===== src/rtl/program_loader_pkg.sv =====
// Shared types and constants for the instruction-memory program loader.
package loader_pkg;

    localparam int DEF_ADDR_W         = 8;
    localparam int DEF_MAX_LEN        = 255;
    localparam int DEF_TIMEOUT_CYCLES = 1024;

    localparam logic [7:0] SYNC_BYTE = 8'hA5;

    localparam logic [2:0] ST_IDLE = 3'd0;
    localparam logic [2:0] ST_LEN  = 3'd1;
    localparam logic [2:0] ST_DATA = 3'd2;
    localparam logic [2:0] ST_CSUM = 3'd3;
    localparam logic [2:0] ST_DONE = 3'd4;
    localparam logic [2:0] ST_ERR  = 3'd5;

    typedef enum logic [2:0] {
        IDLE = ST_IDLE,
        LEN  = ST_LEN,
        DATA = ST_DATA,
        CSUM = ST_CSUM,
        DONE = ST_DONE,
        ERR  = ST_ERR
    } loader_state_t;

endpackage


===== src/rtl/program_loader_if.sv =====
// Byte-stream input and instruction-memory write port of the program loader.
interface program_loader_if #(
    parameter int ADDR_W = 8
);
    logic [7:0]        in_data;
    logic              in_valid;
    logic              in_ready;
    logic              ins_write;
    logic [ADDR_W-1:0] ins_addr;
    logic [7:0]        instruction_write_data;

    modport master (
        output in_data, in_valid,
        input  in_ready, ins_write, ins_addr, instruction_write_data
    );

    modport slave (
        input  in_data, in_valid,
        output in_ready, ins_write, ins_addr, instruction_write_data
    );
endinterface


===== src/rtl/program_loader_timeout_counter.sv =====
// Inter-byte watchdog: expires after CYCLES consecutive enabled cycles without a clear.
module loader_timeout_counter #(
    parameter int CYCLES = 1024
) (
    input  logic clk,
    input  logic reset,
    input  logic clear,
    input  logic enable,
    output logic expired
);
    localparam int W = (CYCLES > 2) ? $clog2(CYCLES) : 1;

    logic [W-1:0] count_q;
    logic [W-1:0] count_d;

    assign expired = enable && !clear && (count_q == W'(CYCLES - 1));

    always_comb begin
        count_d = count_q + 1'b1;
        if (clear || !enable || expired) begin
            count_d = '0;
        end
    end

    always_ff @(posedge clk) begin
        if (reset) begin
            count_q <= '0;
        end else begin
            count_q <= count_d;
        end
    end
endmodule


===== src/rtl/program_loader.sv =====
// Framed byte-stream loader (SYNC, LEN, payload, CSUM) that writes instruction memory
// and holds the CPU in reset until the checksum verifies. Optional LOADER_TIMEOUT_EN.
module program_loader
    import loader_pkg::*;
#(
    parameter int ADDR_W         = DEF_ADDR_W,
    parameter int MAX_LEN        = DEF_MAX_LEN,
    parameter int TIMEOUT_CYCLES = DEF_TIMEOUT_CYCLES
) (
    input  logic             clk,
    input  logic             reset,
    program_loader_if.slave  bus,
    output logic             cpu_reset,
    output logic             load_done,
    output logic             load_err
);
    loader_state_t     state_q, state_d;
    logic              ready_en_q, ready_en_d;
    logic              cpu_reset_q, cpu_reset_d;
    logic              ins_write_q, ins_write_d;
    logic [ADDR_W-1:0] ins_addr_q, ins_addr_d;
    logic [7:0]        wdata_q, wdata_d;
    logic [ADDR_W-1:0] addr_q, addr_d;
    logic [7:0]        remaining_q, remaining_d;
    logic [7:0]        sum_q, sum_d;
    logic              load_done_q, load_done_d;
    logic              load_err_q, load_err_d;

    logic in_ready;
    logic accept;
    logic receiving;
    logic timeout_expired;

    assign receiving = (state_q == LEN) || (state_q == DATA) || (state_q == CSUM);
    assign in_ready  = ready_en_q && (receiving || state_q == IDLE);
    assign accept    = bus.in_valid && in_ready;

`ifdef LOADER_TIMEOUT_EN
    loader_timeout_counter #(
        .CYCLES (TIMEOUT_CYCLES)
    ) u_timeout (
        .clk     (clk),
        .reset   (reset),
        .clear   (accept),
        .enable  (receiving),
        .expired (timeout_expired)
    );
`else
    // No watchdog: the loader waits indefinitely for the next byte.
    assign timeout_expired = (TIMEOUT_CYCLES < 0);
`endif

    always_comb begin
        state_d     = state_q;
        ready_en_d  = 1'b1;
        cpu_reset_d = cpu_reset_q;
        ins_write_d = 1'b0;
        ins_addr_d  = ins_addr_q;
        wdata_d     = wdata_q;
        addr_d      = addr_q;
        remaining_d = remaining_q;
        sum_d       = sum_q;

        case (state_q)
            IDLE: begin
                if (accept && bus.in_data == SYNC_BYTE) begin
                    state_d     = LEN;
                    cpu_reset_d = 1'b1;
                end
            end
            LEN: begin
                if (accept) begin
                    sum_d = '0;
                    if (int'(bus.in_data) > MAX_LEN) begin
                        state_d = ERR;
                    end else if (bus.in_data == 8'd0) begin
                        state_d = CSUM;
                    end else begin
                        state_d     = DATA;
                        remaining_d = bus.in_data;
                        addr_d      = '0;
                    end
                end
            end
            DATA: begin
                if (accept) begin
                    ins_write_d = 1'b1;
                    ins_addr_d  = addr_q;
                    wdata_d     = bus.in_data;
                    addr_d      = addr_q + 1'b1;
                    sum_d       = sum_q + bus.in_data;
                    remaining_d = remaining_q - 1'b1;
                    if (remaining_q == 8'd1) begin
                        state_d = CSUM;
                    end
                end
            end
            CSUM: begin
                if (accept) begin
                    state_d = (bus.in_data == sum_q) ? DONE : ERR;
                end
            end
            DONE:    state_d = IDLE;
            ERR:     state_d = IDLE;
            default: state_d = IDLE;
        endcase

        if (timeout_expired) begin
            state_d = ERR;
        end

        // The CPU is released on the same edge that enters DONE.
        if (state_d == DONE) begin
            cpu_reset_d = 1'b0;
        end
        load_done_d = (state_d == DONE);
        load_err_d  = (state_d == ERR);
    end

    always_ff @(posedge clk) begin
        if (reset) begin
            state_q     <= IDLE;
            ready_en_q  <= 1'b0;
            cpu_reset_q <= 1'b1;
            ins_write_q <= 1'b0;
            ins_addr_q  <= '0;
            wdata_q     <= '0;
            addr_q      <= '0;
            remaining_q <= '0;
            sum_q       <= '0;
            load_done_q <= 1'b0;
            load_err_q  <= 1'b0;
        end else begin
            state_q     <= state_d;
            ready_en_q  <= ready_en_d;
            cpu_reset_q <= cpu_reset_d;
            ins_write_q <= ins_write_d;
            ins_addr_q  <= ins_addr_d;
            wdata_q     <= wdata_d;
            addr_q      <= addr_d;
            remaining_q <= remaining_d;
            sum_q       <= sum_d;
            load_done_q <= load_done_d;
            load_err_q  <= load_err_d;
        end
    end

    assign bus.in_ready               = in_ready;
    assign bus.ins_write              = ins_write_q;
    assign bus.ins_addr               = ins_addr_q;
    assign bus.instruction_write_data = wdata_q;
    assign cpu_reset                  = cpu_reset_q;
    assign load_done                  = load_done_q;
    assign load_err                   = load_err_q;
endmodule


===== src/flat_wrapper.sv =====
// flat-port wrapper written by rule: the top's interface ports become plain ports
module program_loader_flat import loader_pkg::*;
#(
    parameter int ADDR_W         = DEF_ADDR_W,
    parameter int MAX_LEN        = DEF_MAX_LEN,
    parameter int TIMEOUT_CYCLES = DEF_TIMEOUT_CYCLES
)
  (clk, reset, cpu_reset, load_done, load_err, bus_in_data, bus_in_valid, bus_in_ready, bus_ins_write, bus_ins_addr, bus_instruction_write_data);
  program_loader_if #(.ADDR_W(ADDR_W)) bus_i ();
  input  logic clk;
  input  logic reset;
  output logic cpu_reset;
  output logic load_done;
  output logic load_err;
  input wire logic [$bits(bus_i.in_data)-1:0] bus_in_data;
  input wire logic [$bits(bus_i.in_valid)-1:0] bus_in_valid;
  output wire logic [$bits(bus_i.in_ready)-1:0] bus_in_ready;
  output wire logic [$bits(bus_i.ins_write)-1:0] bus_ins_write;
  output wire logic [$bits(bus_i.ins_addr)-1:0] bus_ins_addr;
  output wire logic [$bits(bus_i.instruction_write_data)-1:0] bus_instruction_write_data;
  assign bus_i.in_data = bus_in_data;
  assign bus_i.in_valid = bus_in_valid;
  assign bus_in_ready = bus_i.in_ready;
  assign bus_ins_write = bus_i.ins_write;
  assign bus_ins_addr = bus_i.ins_addr;
  assign bus_instruction_write_data = bus_i.instruction_write_data;
  program_loader #(.ADDR_W(ADDR_W), .MAX_LEN(MAX_LEN), .TIMEOUT_CYCLES(TIMEOUT_CYCLES)) u_core (.clk(clk), .reset(reset), .bus(bus_i), .cpu_reset(cpu_reset), .load_done(load_done), .load_err(load_err));
endmodule

===== config.mk =====
export PLATFORM = sky130hd
export DESIGN_NAME = program_loader_flat
export DESIGN_NICKNAME = d
export VERILOG_FILES = /design/src/rtl/program_loader_pkg.sv /design/src/rtl/program_loader_if.sv /design/src/rtl/program_loader_timeout_counter.sv /design/src/rtl/program_loader.sv /design/src/flat_wrapper.sv
export SDC_FILE = /design/constraint.sdc
export NUM_CORES = 1
export LEC_CHECK = 0
export CELL_PAD_IN_SITES_DETAIL_PLACEMENT = 1
export CELL_PAD_IN_SITES_GLOBAL_PLACEMENT = 2
export CORE_MARGIN = 3
export CORE_UTILIZATION = 36
export DETAILED_ROUTE_END_ITERATION = 8
export MAX_ROUTING_LAYER = met4
export PLACE_DENSITY_LB_ADDON = 0.1
export SYNTH_ARGS = -nofsm -noshare
export SYNTH_HDL_FRONTEND = slang
export SYNTH_HIERARCHICAL = 1
export SYNTH_SLANG_ARGS = --single-unit

===== constraint.sdc =====
create_clock -name clk -period 5.1 [get_ports clk]
set_clock_uncertainty 0.05 [all_clocks]
set_input_delay 1.02 -clock clk [delete_from_list [all_inputs] [get_ports clk]]
set_output_delay 1.02 -clock clk [all_outputs]
set_load 0.005 [all_outputs]

==> results of run 1 <==
[cell usage in the layout (no fill, tap or decap), types with 4 or more instances in the layout]
cell	count
nor2_1	10
o211ai_1	4
a21oi_1	31
clkbuf_8	5
o2111ai_1	6
a22oi_1	5
nor2b_1	4
nand3_1	6
a32o_1	4
nor3_1	6
or2_2	4
xor2_1	4
nand2_1	45
o21ai_0	4
or3_1	6
and3_1	4
o31ai_1	7
and2_1	4
o32ai_1	5
inv_1	4
dfxtp_1	48
ha_1	10
clkdlybuf4s50_1	31
buf_4	4
a211oi_1	5
[registers in the layout (all words and copies together), names as in the netlist]
name / flops
u_core/addr_q: 8
u_core/bus.ins_addr: 8
u_core/bus.ins_write: 1
u_core/bus.instruction_write_data: 8
u_core/cpu_reset: 1
u_core/load_done: 1
u_core/load_err: 1
u_core/ready_en_q: 1
u_core/remaining_q: 8
u_core/state_q: 3
u_core/sum_q: 8
[Yosys cell counts, types with 2 or more instances]
cell type  instances  area [um2]
buf_2              3        15.0
a211oi_1           5        37.5
xor2_1             4        35.0
and2_1             4        25.0
a221oi_1           3        26.3
o2111ai_1          6        52.6
ha_1              10         125
or2_2              4        25.0
nor2b_1            4        25.0
a31o_2             2        17.5
a21o_1             3        22.5
nand4_1            3        18.8
nand3_1            6        30.0
nor4_1             3        18.8
nor3_1             6        30.0
o22ai_1            3        18.8
and3_1             4        25.0
o211ai_1           4        30.0
clkbuf_1          11        41.3
a211o_1            2        17.5
xnor2_1            2        17.5
o32ai_1            5        43.8
o221ai_1           2        17.5
o21ai_0            4        20.0
a22oi_1            5        37.5
nor2_1            11        41.3
o31ai_1            7        52.6
or3_2              2        15.0
or3_1              6        37.5
a32o_1             4        40.0
inv_1              4        15.0
dfxtp_1           48         961
or4_4              2        22.5
buf_4              3        22.5
nand2_1           45         169
a21oi_1           31         155
[report_power, final]
group	switching (uW)	leakage (uW)	total, uW	internal [uW]
logic	24.6	0.000597	40.8	16.3
registers	0.366	0.000387	375	375
clock network	135	0.0000541	280	145
[worst max-delay path, cell delays in order]
cell and delay, ns:
clkdlybuf4s50_1 0.53, ha_1 0.30, fa_1 0.42, a211oi_1 0.29, o21ai_0 0.16, a21o_1 0.20
a32o_1 0.23
[cell families (layout without fill, tap and decap cells)]
logic type | count (synthesis) | in the layout | synth area share (%)
AND/OR/NAND/NOR | 108 | 108 | 22.5
flip-flops | 48 | 48 | 39.2
adder cells (fa/ha/maj) | 11 | 11 | 5.92
AO/OA/AOI/OAI | 90 | 90 | 25.8
XOR/XNOR | 6 | 6 | 2.14
buffers and inverters | 23 | 48 | 4.44
[stage by stage]
stage / setup slack (ns) / hold slack, ns
after floorplan: 2.49 / 0.391
after global placement: 1.80 / 0.393
after detailed placement: 1.74 / 0.399
after CTS: 2.07 / 0.413
after global routing: 1.95 / 0.437
final: 2.08 / 0.412
[final timing paths]
path | from | to | slack, ns
worst max register to register | u_core/state_q[1]$_SDFF_PP0_ | u_core/remaining_q[3]$_SDFFE_PP0P_ | 2.43
worst min-delay path | u_core/bus.ins_addr[3]$_SDFFE_PP0P_ | u_core/bus.ins_addr[3]$_SDFFE_PP0P_ | 0.41
worst min register to register | u_core/bus.ins_addr[3]$_SDFFE_PP0P_ | u_core/bus.ins_addr[3]$_SDFFE_PP0P_ | 0.41
worst max-delay path | bus_in_data[0] | u_core/sum_q[6]$_SDFFE_PP0P_ | 2.08
[layout make-up]
| class | instances | area (um2) |
|---|---|---|
| fillers | 789 | 3550 |
| multi-input cells | 215 | 1380 |
| flip-flops and latches | 48 | 961 |
| repair buffers | 35 | 340 |
| well taps | 77 | 96.3 |
| clock buffers | 5 | 68.8 |
| clock inverters | 3 | 42.5 |
| inverters | 5 | 18.8 |
[routing by layer]
metal  share of wire (%)  wire length (um)
met4                 1.1                78
met3                 2.6               180
met2                  45              3120
met5                   0                 0
met1                  51              3570
==> metrics.md, run 1 <==
| Metric | Value |
|---|---|
| Status | `complete, no violations` |
| Placed Area | `about 2800 um2` |
| # clock sinks | `48` |
| Detailed Route Iter0 Violations | `91` |
| Initial core utilization | `38.0%` |
| TNS Setup | `0 ns` |
| Final hold vios | `0` |
| Worst reg2reg path depth | `5` |
| M3 GR Usage | `3.63%` |
| PortBufs | `31` |
| H-tree levels | `2` |
| GR Layer Usage met1 | `between 20 and 30%` |
| Sequential fraction of the synthesis area | `39.2%` |
| Gr busiest metal | `met2` |
| Pins Over Slew Limit | `0` |
| Synth warn | `6` |
| DP Cell Count | `380` |
| Met2 Track Usage GR | `about 31%` |
| Reg clk slew, reported paths | `0.09 ns` |
| Clock root buffer | `clkbuf_8` |
| Num CTS Buffers | `5` |
| Maximum vdd drop | `0.159 mV` |
| Post-synth EDFFs | `0` |
| Hold Path Class | `flop to flop` |
| Post-synthesis cell count | `between 200 and 300` |
| RSZ-0062 raised after global routing | `no` |
| First-pass detailed-route iteration total | `4` |
| Prevailing post-synth register cell | `dfxtp_1` |
| Fin area | `2910 um2` |
| Clk Latency, worst-skew pair | `approximately 0.30 ns` |
| Kind of critical path | `primary input to flop` |
| Avg WL per Cell | `around 18 um` |
| Critical path launch point type | `primary input` |
| Die ar. | `7830 um2` |
| Post-CTS Setup Repair Bufs | `0` |
| Mean area per synthesized cell | `8.57 um2` |
| GP Congestion | `0.803` |
| Layout cells sized above 1 | `8.68%` |
| Rel. slew slack | `52.7%` |
| Routed via count | `2,262` |
| Worst Path Arrival | `~3.2 ns` |
| Final Cycle Share | `slightly below 60%` |
| Critical path endpoint category | `flop` |
| Residual DRC count | `0` |
| Synth-to-Final Area Change | `18.8%` |
| Fin util | `45.1%` |
| Num ports | `32` |
| Gr usage total | `20.3%` |
| CTS tree | `yes` |
| Final HPWL DP | `4740 um` |
| Final ANT Viol Nets | `0` |
| Core Footprint | `~6500 um2` |
| Die X-Extent | `88.5 um` |
| Worst-Margin Slew | `approximately 0.7 ns` |
| Largest net degree at the start of global routing | `41` |
| Max Cap Viol | `0` |
| Nets | `about 330` |
| N_diodes | `0` |
| First-pass GRT wire length | `roughly 12,000 um` |
| CP required | `5.24 ns` |
| Tot Pwr | `between 600 and 700 uW` |
| Critical Path Fanout Max | `6` |
| Final Non-Filler Cells | `388` |
| Hold depth | `2` |
| Synthesis-stage register bit count | `48` |
| Setup violators final | `0` |
| Final WL | `6950 um` |
| Initial antenna violation count | `0` |
| Cell variety after synth | `about 50` |
| Global route total overflow | `0` |
| Post-CTS Hold Buffers | `0` |
| Vias in the first global route | `2,350` |
| Minimum clock period | `3.02 ns` |
| PD cells | `between 200 and 250 nW/um2` |
| Post-Syn Nets | `308` |
| Synthesized area | `about 2500 um2` |
| Clock tree buffer depth | `2` |
| Fmax | `~0.33 GHz` |
| Resize count post-CTS | `0` |
| Site row count | `29` |
| Pleak | `0.00104 uW` |
| Die span in y | `a little under 90 um` |
| Asr flop ratio synth | `0%` |
| DR vias/cell | `just under 6` |
(Power assumes the default switching activity.)
==> run 2: changes to the inputs <==
Settings changed: CORE_UTILIZATION 36 to 30.
Clock period 5.1 ns to 2.6 ns, I/O delays scaled along.
==> metrics.md, run 2 (synthesized netlist as in run 1, its figures left out) <==
| Metric | Value |
|---|---|
| H-tree levels | `2` |
| Final worst slack | `approximately 0.23 ns` |
| Die ar. | `9290 um2` |
| Final ANT Viol Nets | `0` |
| First-pass detailed-route iteration total | `4` |
| Pleak | `approximately 0.0012 uW` |
| Rel. slew slack | `74.6%` |
| Final HPWL DP | `5630 um` |
| GP Congestion | `0.843` |
| Global route total overflow | `0` |
| Critical path launch point type | `primary input` |
| Power share of the clock group | `36.9%` |
| Layout cells sized above 1 | `16.0%` |
| Setup violators final | `0` |
| PortBufs | `31` |
| Initial antenna violation count | `0` |
| Sequential group share of total power | `55.7%` |
| Pins Over Slew Limit | `0` |
| Post-place setup slack | `-0.118 ns` |
| Most frequent cells in the layout | `dfxtp_1 (48), nand2_1 (45), clkdlybuf4s50_1 (31), a21oi_1 (31), buf_4 (30)` |
| # clock sinks | `48` |
| Critical Path Fanout Max | `3` |
| Post-CTS Setup Repair Bufs | `0` |
| Gr usage total | `a little under a fifth` |
| Synth-to-Final Area Change | `28.1%` |
| Hold Path Class | `flop to flop` |
| Most common cell after layout, fill and taps aside | `dfxtp_1` |
| Post-CTS Hold Buffers | `0` |
| TNS Setup | `0 ns` |
| Num CTS Buffers | `5` |
| Nets | `between 300 and 400` |
| Vias in the first global route | `2,530` |
| Critical path endpoint category | `flop` |
| Kind of critical path | `primary input to flop` |
| Fmax | `0.421 GHz` |
| Routed via count | `between 2,000 and 2,500` |
| Die X-Extent | `roughly 96 um` |
| Clock root buffer | `clkbuf_8` |
| Worst-Margin Slew | `0.377 ns` |
| WP buf/inv | `1` |
| Final WL | `roughly 7600 um` |
| Final hold vios | `0` |
| Slowest cell on crit path | `clkdlybuf4s50_1` |
| DR vias/cell | `5.42` |
| Comb power frac | `about 7.4%` |
| DP Cell Count | `around 430` |
| Avg WL per Cell | `17.4 um` |
| Residual DRC count | `0` |
| Clock tree buffer depth | `2` |
| Die span in y | `slightly below 100 um` |
| Maximum vdd drop | `0.215 mV` |
| Reg clk slew, reported paths | `0.10 ns` |
| Resize count post-CTS | `0` |
| Core Footprint | `slightly below 8000 um2` |
| CP peak stage delay | `0.45 ns` |
| Final Non-Filler Cells | `between 400 and 500` |
| Top delay family on crit path | `compound AO/OA/AOI/OAI gates` |
| Minimum clock period | `between 2 and 2.5 ns` |
| CTS tree | `yes` |
| Status | `complete, no violations` |
| Clk Latency, worst-skew pair | `0.31 ns` |
| Detailed Route Iter0 Violations | `82` |
| Site row count | `32` |
| Max Cap Viol | `0` |
| Worst Path Arrival | `2.54 ns` |
| Internal Power | `977 uW` |
| Switching share of power | `roughly a quarter` |
| N_diodes | `0` |
| CP required | `2.76 ns` |
| Largest net degree at the start of global routing | `25` |
| Num ports | `32` |
| First-pass GRT wire length | `~13,000 um` |
| Worst-path cell chain | `clkdlybuf4s50_1, ha_1, fa_1, a211oi_1, o21ai_0, a21o_1, a32o_1` |
| RSZ-0062 raised after global routing | `no` |
| Initial core utilization | `31.2%` |
| Fill cell count | `961` |
| Final Cycle Share | `91.3%` |
| PD cells | `between 400 and 500 nW/um2` |
| Switching pwr | `approximately 350 uW` |
[run 2: worst paths after layout]
check / from / endpoint / slack (ns) / cells after the start
worst min register to register: u_core/bus.ins_addr[1]$_SDFFE_PP0P_ / u_core/bus.ins_addr[1]$_SDFFE_PP0P_ / 0.41 / 2
worst max register to register: u_core/sum_q[0]$_SDFFE_PP0P_ / u_core/sum_q[6]$_SDFFE_PP0P_ / 0.61 / 6
worst min-delay path: u_core/bus.ins_addr[1]$_SDFFE_PP0P_ / u_core/bus.ins_addr[1]$_SDFFE_PP0P_ / 0.41 / 2
worst max-delay path: bus_in_data[0] / u_core/sum_q[6]$_SDFFE_PP0P_ / 0.23 / 7
[run 2: tightest hold or removal path, delay by kind of cell, from the launching register on]
family / cells / cell delay [ns]
flip-flops: 1 / 0.32
AND/OR/NAND/NOR: 1 / 0.05
AO/OA/AOI/OAI: 1 / 0.05
[run 2: metal layers]
layer | global-route usage [%] | up-vias | wire [um]
li1 | - | 1177 | -
met1 | 25.5 | 1174 | 3950
met2 | 29.4 | 28 | 3440
met3 | 2.79 | 7 | 169
met4 | 4.21 | 0 | 86
met5 | - | - | 0
[run 2: final cells by class]
cell class	instances	area (um2)	share of cell area, %
clock buffers	5	68.8	2.19
clock inverters	3	25.0	0.797
inverters	5	18.8	0.598
multi-input cells	215	1380	44.1
flip-flops and latches	48	961	30.6
well taps	102	128	4.06
repair buffers	62	556	17.7
[run 2: stage by stage]
stage | cell area, um2 | utilization (%) | total power [uW] | hold WS, ns
6_report | 3140 | 40.0 | 1320 | 0.413
5_1_grt | 3140 | 40.0 | 1390 | 0.439
4_1_cts | 3140 | 40.0 | 1350 | 0.418
3_5_place_dp | 3050 | 38.8 | 852 | 0.402
3_3_place_gp | 3050 | 38.8 | 852 | 0.393
2_1_floorplan | 2450 | - | 792 | 0.391
[run 2: power by group through the flow]
stage	clock network [uW]	registers, uW	logic [uW]
after floorplan	0	753	39.3
after global placement	0	753	98.9
after detailed placement	0	753	98.6
after CTS	515	736	99.1
after global routing	548	737	107
final	488	736	98.3
==> run 3: changes to the inputs <==
Settings changed: CORE_UTILIZATION 30 to 34, DONT_BUFFER_PORTS set to 1, SKIP_CTS_REPAIR_TIMING set to 1.
==> metrics.md, run 3 (synthesized netlist as in run 1, its figures left out) <==
| Metric | Value |
|---|---|
| Fin area | `2680 um2` |
| Kind of critical path | `flop to flop` |
| CP peak stage delay | `0.43 ns` |
| Slowest cell on crit path | `fa_1` |
| Maximum vdd drop | `0.292 mV` |
| H-tree levels | `2` |
| DR vias/cell | `5.78` |
| Initial antenna violation count | `0` |
| Critical path endpoint category | `flop` |
| Worst-Margin Slew | `a little under 0.5 ns` |
| N_diodes | `0` |
| CTS tree | `yes` |
| RSZ-0062 raised after global routing | `no` |
| Final hold vios | `0` |
| Final ANT Viol Nets | `0` |
| First-pass detailed-route iteration total | `4` |
| Most common cell after layout, fill and taps aside | `dfxtp_1` |
| Core Footprint | `6910 um2` |
| Die span in y | `90.9 um` |
| Most frequent cells in the layout | `dfxtp_1 (48), nand2_1 (45), a21oi_1 (31), nor2_1 (10), ha_1 (10)` |
| Critical Path Fanout Max | `3` |
| Clock root buffer | `clkbuf_8` |
| Clock tree buffer depth | `2` |
| Pleak | `0.000953 uW` |
| PortBufs | `0` |
| Synth-to-Final Area Change | `9.29%` |
| Register area | `961 um2` |
| Die X-Extent | `between 90 and 100 um` |
| Num ports | `32` |
| Clk Latency, worst-skew pair | `0.30 ns` |
| Rel. slew slack | `approximately two thirds` |
| First-pass GRT wire length | `11,900 um` |
| Avg WL per Cell | `~19 um` |
| GP Congestion | `just under 0.8` |
| Nets | `303` |
| Gr usage total | `18.3%` |
| Status | `complete, no violations` |
| Multi-input logic area | `1380 um2` |
| WP buf/inv | `0` |
| Top delay family on crit path | `compound AO/OA/AOI/OAI gates` |
| TNS Setup | `0 ns` |
| Max Cap Viol | `0` |
| Worst Path Arrival | `around 2.2 ns` |
| Placed Area | `2540 um2` |
| Fmax | `0.495 GHz` |
| Minimum clock period | `2.02 ns` |
| Final Cycle Share | `77.7%` |
| Worst-path cell chain | `ha_1, fa_1, a211oi_1, o21ai_0, a21o_1, a32o_1` |
| Hold Path Class | `primary input to flop` |
| Final WL | `7120 um` |
| CP required | `2.75 ns` |
| Setup violators final | `0` |
| Pins Over Slew Limit | `0` |
| Die ar. | `8260 um2` |
| Routed via count | `2,183` |
| Reg clk slew, reported paths | `approximately 0.10 ns` |
| Fill cell count | `about 860` |
| Final HPWL DP | `4980 um` |
| Tot Pwr | `1440 uW` |
| PD cells | `539 nW/um2` |
| Global route total overflow | `0` |
| Residual DRC count | `0` |
| # clock sinks | `48` |
| Detailed Route Iter0 Violations | `100` |
| Initial core utilization | `35.5%` |
| Vias in the first global route | `2,218` |
| Layout cells sized above 1 | `10.3%` |
| Site row count | `30` |
| Critical path launch point type | `flop` |
| Largest net degree at the start of global routing | `41` |
| Num CTS Buffers | `5` |
-- run 3: cell type report --
type / instances / share of cell area, %
clock buffer: 5 / 2.57
clock inverter: 3 / 2.57
inverter: 5 / 0.701
multi-input combinational: 215 / 51.7
sequential: 48 / 35.9
tap: 96 / 4.48
timing repair buffer: 6 / 2.15
-- run 3: where the power goes --
| part | leakage (uW) | total, uW | internal (uW) | switching [uW] |
|---|---|---|---|---|
| clock network | 0.0000687 | 664 | 388 | 277 |
| logic | 0.000497 | 43.0 | 17.8 | 25.2 |
| registers | 0.000387 | 736 | 735 | 0.733 |
-- run 3: metrics by stage --
stage | worst slack, ns | utilization, % | cells | hold WS, ns
CTS | 0.560 | 38.8 | 378 | 0.205
finish | 0.580 | 38.8 | 378 | 0.216
detailed placement | 0.372 | 36.8 | 370 | 0.411
floorplan | 0.492 | - | 286 | 0.391
global placement | 0.416 | 36.8 | 370 | 0.410
global route | 0.414 | 38.8 | 378 | 0.201
-- run 3: layer usage --
metal	vias to the layer above	global-route usage, %	part of all wire (%)
li1	1053	-	-
met1	1088	24.3	49
met2	36	28.7	46
met3	6	3.83	3.8
met4	0	4.40	1.1
met5	-	-	0
-- run 3: worst paths after layout --
check,endpoint,start,cells past startpoint,slack (ns)
setup reg to reg,u_core/sum_q[6]$_SDFFE_PP0P_,u_core/sum_q[0]$_SDFFE_PP0P_,6,0.58
hold reg to reg,u_core/bus.instruction_write_data[0]$_SDFFE_PP0P_,u_core/bus.instruction_write_data[0]$_SDFFE_PP0P_,2,0.43
setup / recovery,u_core/sum_q[6]$_SDFFE_PP0P_,u_core/sum_q[0]$_SDFFE_PP0P_,6,0.58
hold / removal,u_core/bus.instruction_write_data[0]$_SDFFE_PP0P_,reset,1,0.22
==> variant 1: new RTL, config.mk and constraints of run 1 <==
`ins_addr_q`, `wdata_q`, `addr_q` and `sum_q` no longer have a reset.
--- a/src/rtl/program_loader.sv
+++ b/src/rtl/program_loader.sv
@@ -123,11 +123,7 @@
             ready_en_q  <= 1'b0;
             cpu_reset_q <= 1'b1;
             ins_write_q <= 1'b0;
-            ins_addr_q  <= '0;
-            wdata_q     <= '0;
-            addr_q      <= '0;
             remaining_q <= '0;
-            sum_q       <= '0;
             load_done_q <= 1'b0;
             load_err_q  <= 1'b0;
         end else begin
@@ -135,14 +131,17 @@
             ready_en_q  <= ready_en_d;
             cpu_reset_q <= cpu_reset_d;
             ins_write_q <= ins_write_d;
-            ins_addr_q  <= ins_addr_d;
-            wdata_q     <= wdata_d;
-            addr_q      <= addr_d;
             remaining_q <= remaining_d;
-            sum_q       <= sum_d;
             load_done_q <= load_done_d;
             load_err_q  <= load_err_d;
         end
+    end
+
+    always_ff @(posedge clk) begin
+        ins_addr_q <= ins_addr_d;
+        wdata_q    <= wdata_d;
+        addr_q     <= addr_d;
+        sum_q      <= sum_d;
     end
 
     assign bus.in_ready               = in_ready;
Formal check against the unedited RTL: differs if reset is asserted again (counterexample within 10 cycles, from zero or initial values and one cycle with reset high); with reset held inactive, the same outputs for 10 cycles.
==> variant 1 against run 1 <==
Design area down 0.73%; utilization decreased by 0.076 points; largest power group unchanged; synthesized area down 1.1%; via count is 20% lower; sequential cell count did not move; wire length down 16%; sequential share of layout area increased by 11 points; total power is 2.7% lower; worst setup slack worse by 0.17 ns; worst hold slack better by 0.018 ns; maximum frequency is 5.5% lower; largest cell class is now registers; cell count fell by 15%.
==> variant 1: results (changes against run 1) <==
The CTS clock-pin slew for the worst setup and hold paths was 0.09 ns (about the same). In the post-synthesis netlist, the biggest area contributors are sky130_fd_sc_hd__edfxtp_1 40%, sky130_fd_sc_hd__dfxtp_1 13%, sky130_fd_sc_hd__ha_1 5.2%. The share of flip-flops with an asynchronous set or reset was 0% (unchanged); the wire length per cell was 17.8 um (-0.36%). The path class of the tightest hold or removal check is reg -> reg. The filler cell count in the final layout was 713 (-9.6%); the final RePlAce weighted congestion was 0.787 (-2.0%). For the detailed router's first-iteration violation count, the log shows 83 (-8.8%). The critical path is of the in -> reg type.

The mean instance size in the synthesized netlist came out at 11.0 um^2 (+29%). The slew at the pin closest to its max-slew limit was 0.884 ns (+0.176 ns). Worst setup path startpoint: bus_in_data[7].

The run gives 48 (-5.9%) as the number of library cell types mapped by synthesis. Met3 usage: 3.86% (+0.23 points). The logs give 0 (unchanged) for the antenna cell count and 0 (unchanged) for the post-CTS repair timing setup buffer count.

The initial antenna violation count is 0 (unchanged), and the H-tree level count is 2 (unchanged). The number of buffers added on ports was 31 (unchanged). The flow ran to the end, and the final reports show no timing, DRC or antenna violations. The post-synthesis net count is 242 (-21%). The startpoint identified for the worst register-to-register timing path is u_core/state_q[0]. The logs give 9850 um (-19%) for the first-pass GRT wire length and 273 (-18%) for the number of nets in the final layout. The share of synthesized area occupied by flip-flops and latches came out at 52.8% (+14 points). The arrival time reported for the critical path endpoint came out at 3.16 ns (about the same).

The root buffer cell chosen for the clock tree is sky130_fd_sc_hd__clkbuf_8. The register-to-register setup slack is 2.72 ns (+0.29 ns), and the total detailed-routing wirelength is 5870 um (-16%). Count of flip-flops with a built-in enable after synthesis: 32 (+32). The worst register-to-register path ends at u_core/addr_q[6]. The via density per instance was 5.53 (-5.2%).

For the met2 track demand over resource in global routing, the log shows 27.1% (-3.5 points). For the number of clock buffers inserted by TritonCTS, the log shows 5 (unchanged). The proportion of layout cells with a drive suffix above 1 was 5.16% (-3.5 points); the count of yosys warnings during synthesis was 6 (unchanged). Ranked by instance count, the synthesized netlist is headed by 32 x sky130_fd_sc_hd__edfxtp_1, 19 x sky130_fd_sc_hd__nor2_1, 16 x sky130_fd_sc_hd__dfxtp_1. For the total placed cells including tap cells, the log shows 321 (-16%). The fraction of met1 tracks used by global routing is 22.5% (-5.4 points). The largest fanout of any net on the critical path was 10 (+4). The post-detailed-placement half-perimeter wirelength is 4270 um (-10%), and the leakage power figure is 0.978 nW (-5.8%). Latest clock arrival within the worst-skew pair: 0.30 ns (about the same). The maximum count of clock buffers along a single path came out at 2 (unchanged).

Among all flip-flop cells after synthesis, the most frequent one is sky130_fd_sc_hd__edfxtp_1. The worst reg-to-reg path cell count is 5 (unchanged). The logs give 31 (-24%) for the pin count of the biggest net entering global routing and 0.130 mV (-18%) for the worst voltage drop across the vdd grid. The number of detailed-routing iterations run before antenna repair is 4 (unchanged), and the quantity of gates resized following cts is 0 (unchanged). The all-layer global routing usage was 17.2% (-3.0 points); the via count of the first global-routing pass was 1,857 (-21%).
-- variant 1: cell count changes after synthesis, moves of 5 or more --
cell,delta
sky130_fd_sc_hd__nand2_1,-39
sky130_fd_sc_hd__a21oi_1,-19
sky130_fd_sc_hd__nor3_1,+7
sky130_fd_sc_hd__nor2_1,+8
sky130_fd_sc_hd__dfxtp_1,-32
sky130_fd_sc_hd__clkbuf_1,-7
sky130_fd_sc_hd__o311ai_0,+6
sky130_fd_sc_hd__inv_1,+6
sky130_fd_sc_hd__o2111ai_1,-6
sky130_fd_sc_hd__nor3b_1,+6
sky130_fd_sc_hd__or3_1,-5
sky130_fd_sc_hd__edfxtp_1,+32
-- variant 1: worst max-delay path: stages --
cell and delay [ns]:
sky130_fd_sc_hd__clkdlybuf4s50_1 0.52, sky130_fd_sc_hd__or4_4 0.61, sky130_fd_sc_hd__nor3b_4 0.40, sky130_fd_sc_hd__or2b_1 0.35
sky130_fd_sc_hd__inv_1 0.24
-- variant 1: logic make-up after synthesis --
group           count (synthesis)  share of synthesized area (%)
compound gates                 48                           13.7
xor+xnor                        9                           3.25
fa+ha+maj                      11                           5.99
buf+inv                        18                           3.20
flops                          48                           52.8
mux                             1                          0.413
simple gates                   85                           20.6
-- variant 1: where the power goes --
group          internal [mW]  total (mW)  switching, mW  leakage (nW)
clock                 0.0961       0.227          0.131        0.0460
sequential             0.411       0.411       0.000425         0.430
combinational         0.0173      0.0398         0.0224         0.502
-- variant 1: metal layers --
layer	vias to the layer above	share of wire, %	wire, um
met5	-	0	0
met4	0	1.3	76
met3	6	3.8	226
met2	42	46	2710
met1	871	49	2860
li1	899	-	-
-- variant 1: cell type report --
class	instances	area share [%]
flip-flops and latches	48	44.3
multi-input cells	154	37.1
repair buffers	32	11.0
well taps	77	3.33
clock buffers	5	2.38
inverters	10	1.30
clock inverters	3	0.606
-- variant 1: worst min-delay path by stage --
stage	start	end	slack (ns)	cells past startpoint
finish	u_core/addr_q[7]	u_core/bus.ins_addr[7]	0.43	0
CTS	u_core/addr_q[7]	u_core/bus.ins_addr[7]	0.43	0
global placement	u_core/addr_q[7]	u_core/bus.ins_addr[7]	0.41	0
floorplan	u_core/addr_q[7]	u_core/bus.ins_addr[7]	0.40	0
detailed placement	u_core/addr_q[7]	u_core/bus.ins_addr[7]	0.41	0
global route	u_core/addr_q[7]	u_core/bus.ins_addr[7]	0.46	0
-- variant 1: per-stage QoR --
step,setup WS [ns],area (um^2),power (mW),hold slack (ns)
after CTS,1.94,2890,0.685,0.433
after global placement,1.65,2800,0.461,0.408
final,1.91,2890,0.678,0.430
after global routing,1.85,2890,0.711,0.457
after detailed placement,1.63,2800,0.460,0.412
after floorplan,2.54,2420,0.440,0.398
==> variant 2: new RTL, settings of run 1 <==
Without the edit above. Build with the macro `LOADER_TIMEOUT_EN` defined.
--- a/src/rtl/program_loader.sv
+++ b/src/rtl/program_loader.sv
@@ -1,5 +1,7 @@
 // Framed byte-stream loader (SYNC, LEN, payload, CSUM) that writes instruction memory
 // and holds the CPU in reset until the checksum verifies. Optional LOADER_TIMEOUT_EN.
+`define LOADER_TIMEOUT_EN
+
 module program_loader
     import loader_pkg::*;
 #(
Function: no difference found for any inputs over 10 cycles, from zero or initial values and one cycle with reset high; that may be too few to reach the edited logic, so the function may still have changed.
==> variant 2 against run 1 <==
Design area is 18% higher; total power is 24% higher; clock power is 34% higher; sequential cell count is 10 higher; first-iteration DRC count is 2.2% higher; wire length is 15% higher; die area is 16% higher; synthesized area is 18% higher; worst setup slack worse by 0.0067 ns.
==> variant 2: results (changes against run 1) <==
The run finished with clean final reports. The tools report the H-tree level count as 3 (+1). The tools report the worst voltage drop across the vdd grid as 0.120 mV (-24%). The post-CTS repair timing setup buffer count is 0 (unchanged), and the total detailed-routing wirelength is 7970 um (+15%).

By count the netlist is led by 58 x sky130_fd_sc_hd__dfxtp_1, 52 x sky130_fd_sc_hd__nand2_1, 37 x sky130_fd_sc_hd__a21oi_1. The run gives 13,500 um (+11%) as the first-pass GRT wire length. The post-synthesis adder-cell area fraction was 5.47% (-0.45 points); the flip-flop count of the largest register, all copies and words added was 10.

For the arrival time reported for the critical path endpoint, the log shows 3.20 ns (+0.04 ns). The antenna cell count is 0 (unchanged), and the slew at the pin closest to its max-slew limit is 0.740 ns (+0.0311 ns). For the number of library cell types mapped by synthesis, the log shows 58 (+14%). Number of nets in the final layout: 398 (+20%).

Among all flip-flop cells after synthesis, the most frequent one is sky130_fd_sc_hd__dfxtp_1. The detailed router's first-iteration violation count is 93 (+2.2%), and the share of the synthesized netlist area taken by xor and xnor gates is 4.56% (+2.4 points). The logs give 0.655 mW (+22%) for the internal power summed over all cells and 2,678 (+14%) for the via count of the first global-routing pass. The latest clock arrival within the worst-skew pair was 0.34 ns (+0.04 ns); the all-layer global routing usage was 19.5% (-0.80 points). The standard cell area after detailed placement was 0.00327 mm^2 (+17%); the mux contribution to synthesized area was 0.348% (+0.35 points). For the post-detailed-placement half-perimeter wirelength, the log shows 5750 um (+21%).

The proportion of layout cells with a drive suffix above 1 was 8.42% (-0.26 points); the share of synthesized area occupied by flip-flops and latches was 40.3% (+1.1 points). For the initial antenna violation count, the log shows 0 (unchanged). The leakage power figure was 1.24 nW (+19%). Pin count of the biggest net entering global routing: 36 (-12%).

The post-synthesis net count was 368 (+19%); the number of detailed-routing iterations run before antenna repair was 4 (unchanged). The number of clock buffers inserted by TritonCTS came out at 9 (+4). By area the synthesized netlist is led by sky130_fd_sc_hd__dfxtp_1 40%, sky130_fd_sc_hd__nand2_1 6.8%, sky130_fd_sc_hd__a21oi_1 6.4%. The final RePlAce weighted congestion came out at 0.797 (-0.70%).

The compound-gate portion of the synthesized area was 20.3% (-5.5 points). Worst stage delay on the critical path: 0.53 ns (about the same). Clock tree synthesis selected as its root buffer the cell sky130_fd_sc_hd__clkbuf_8. CTS clock-pin slew for the worst setup and hold paths: 0.07 ns (-0.02 ns). The cell with the biggest individual delay on the critical path was sky130_fd_sc_hd__clkdlybuf4s50_1. The number of buffers added on ports works out to 31 (unchanged). The routed via count was 2,584 (+14%).
[variant 2: metrics by stage]
step / setup WS (ns) / cells / total power, mW
6_report: 2.08 / 479 / 0.866
3_5_place_dp: 1.75 / 463 / 0.503
2_1_floorplan: 2.48 / 345 / 0.482
3_3_place_gp: 1.81 / 463 / 0.503
5_1_grt: 1.83 / 479 / 0.901
4_1_cts: 2.10 / 479 / 0.882
[variant 2: power groups by stage]
| stage | registers (mW) | clock network (mW) | logic (mW) |
|---|---|---|---|
| after floorplan | 0.464 | 0 | 0.0184 |
| after global placement | 0.464 | 0 | 0.0385 |
| after detailed placement | 0.464 | 0 | 0.0387 |
| after CTS | 0.454 | 0.390 | 0.0387 |
| after global routing | 0.453 | 0.406 | 0.0421 |
| final | 0.454 | 0.374 | 0.0380 |
[variant 2: per-layer routing]
layer	share of wire (%)	vias to the layer above	GRT usage, %
li1	-	1291	-
met5	0	-	-
met3	2.8	14	3.00
met2	48	37	30.4
met4	1.8	0	7.23
met1	47	1242	25.4
[variant 2: kinds of logic after synthesis]
group | after synthesis
buffers and inverters | 25
XOR/XNOR | 15
multiplexers | 1
flip-flops | 58
adder cells (fa/ha/maj) | 12
AO/OA/AOI/OAI | 91
AND/OR/NAND/NOR | 143
[variant 2: worst min-delay path, delay by kind of cell (launching register included)]
kind	cells	cell delay, ns
compound gates	1	0.05
flops	1	0.31
simple gates	1	0.05
[variant 2: final cells by class]
class                      instances  area, um^2
clock buffer                      11         141
clock inverter                     5        30.0
fill                             928        4050
inverter                           9        33.8
multi-input combinational        262        1610
sequential                        58        1160
tap                               99         124
timing repair buffer              35         340
[variant 2: path summary, 6_finish.rpt]
check,start,end,slack [ns],cells past startpoint
hold reg to reg,u_core/bus.instruction_write_data[3],u_core/bus.instruction_write_data[3],0.41,2
setup reg to reg,u_core/state_q[1],u_core/remaining_q[0],2.58,5
setup / recovery,bus_in_data[0],u_core/sum_q[6],2.08,8
hold / removal,u_core/bus.instruction_write_data[3],u_core/bus.instruction_write_data[3],0.41,2
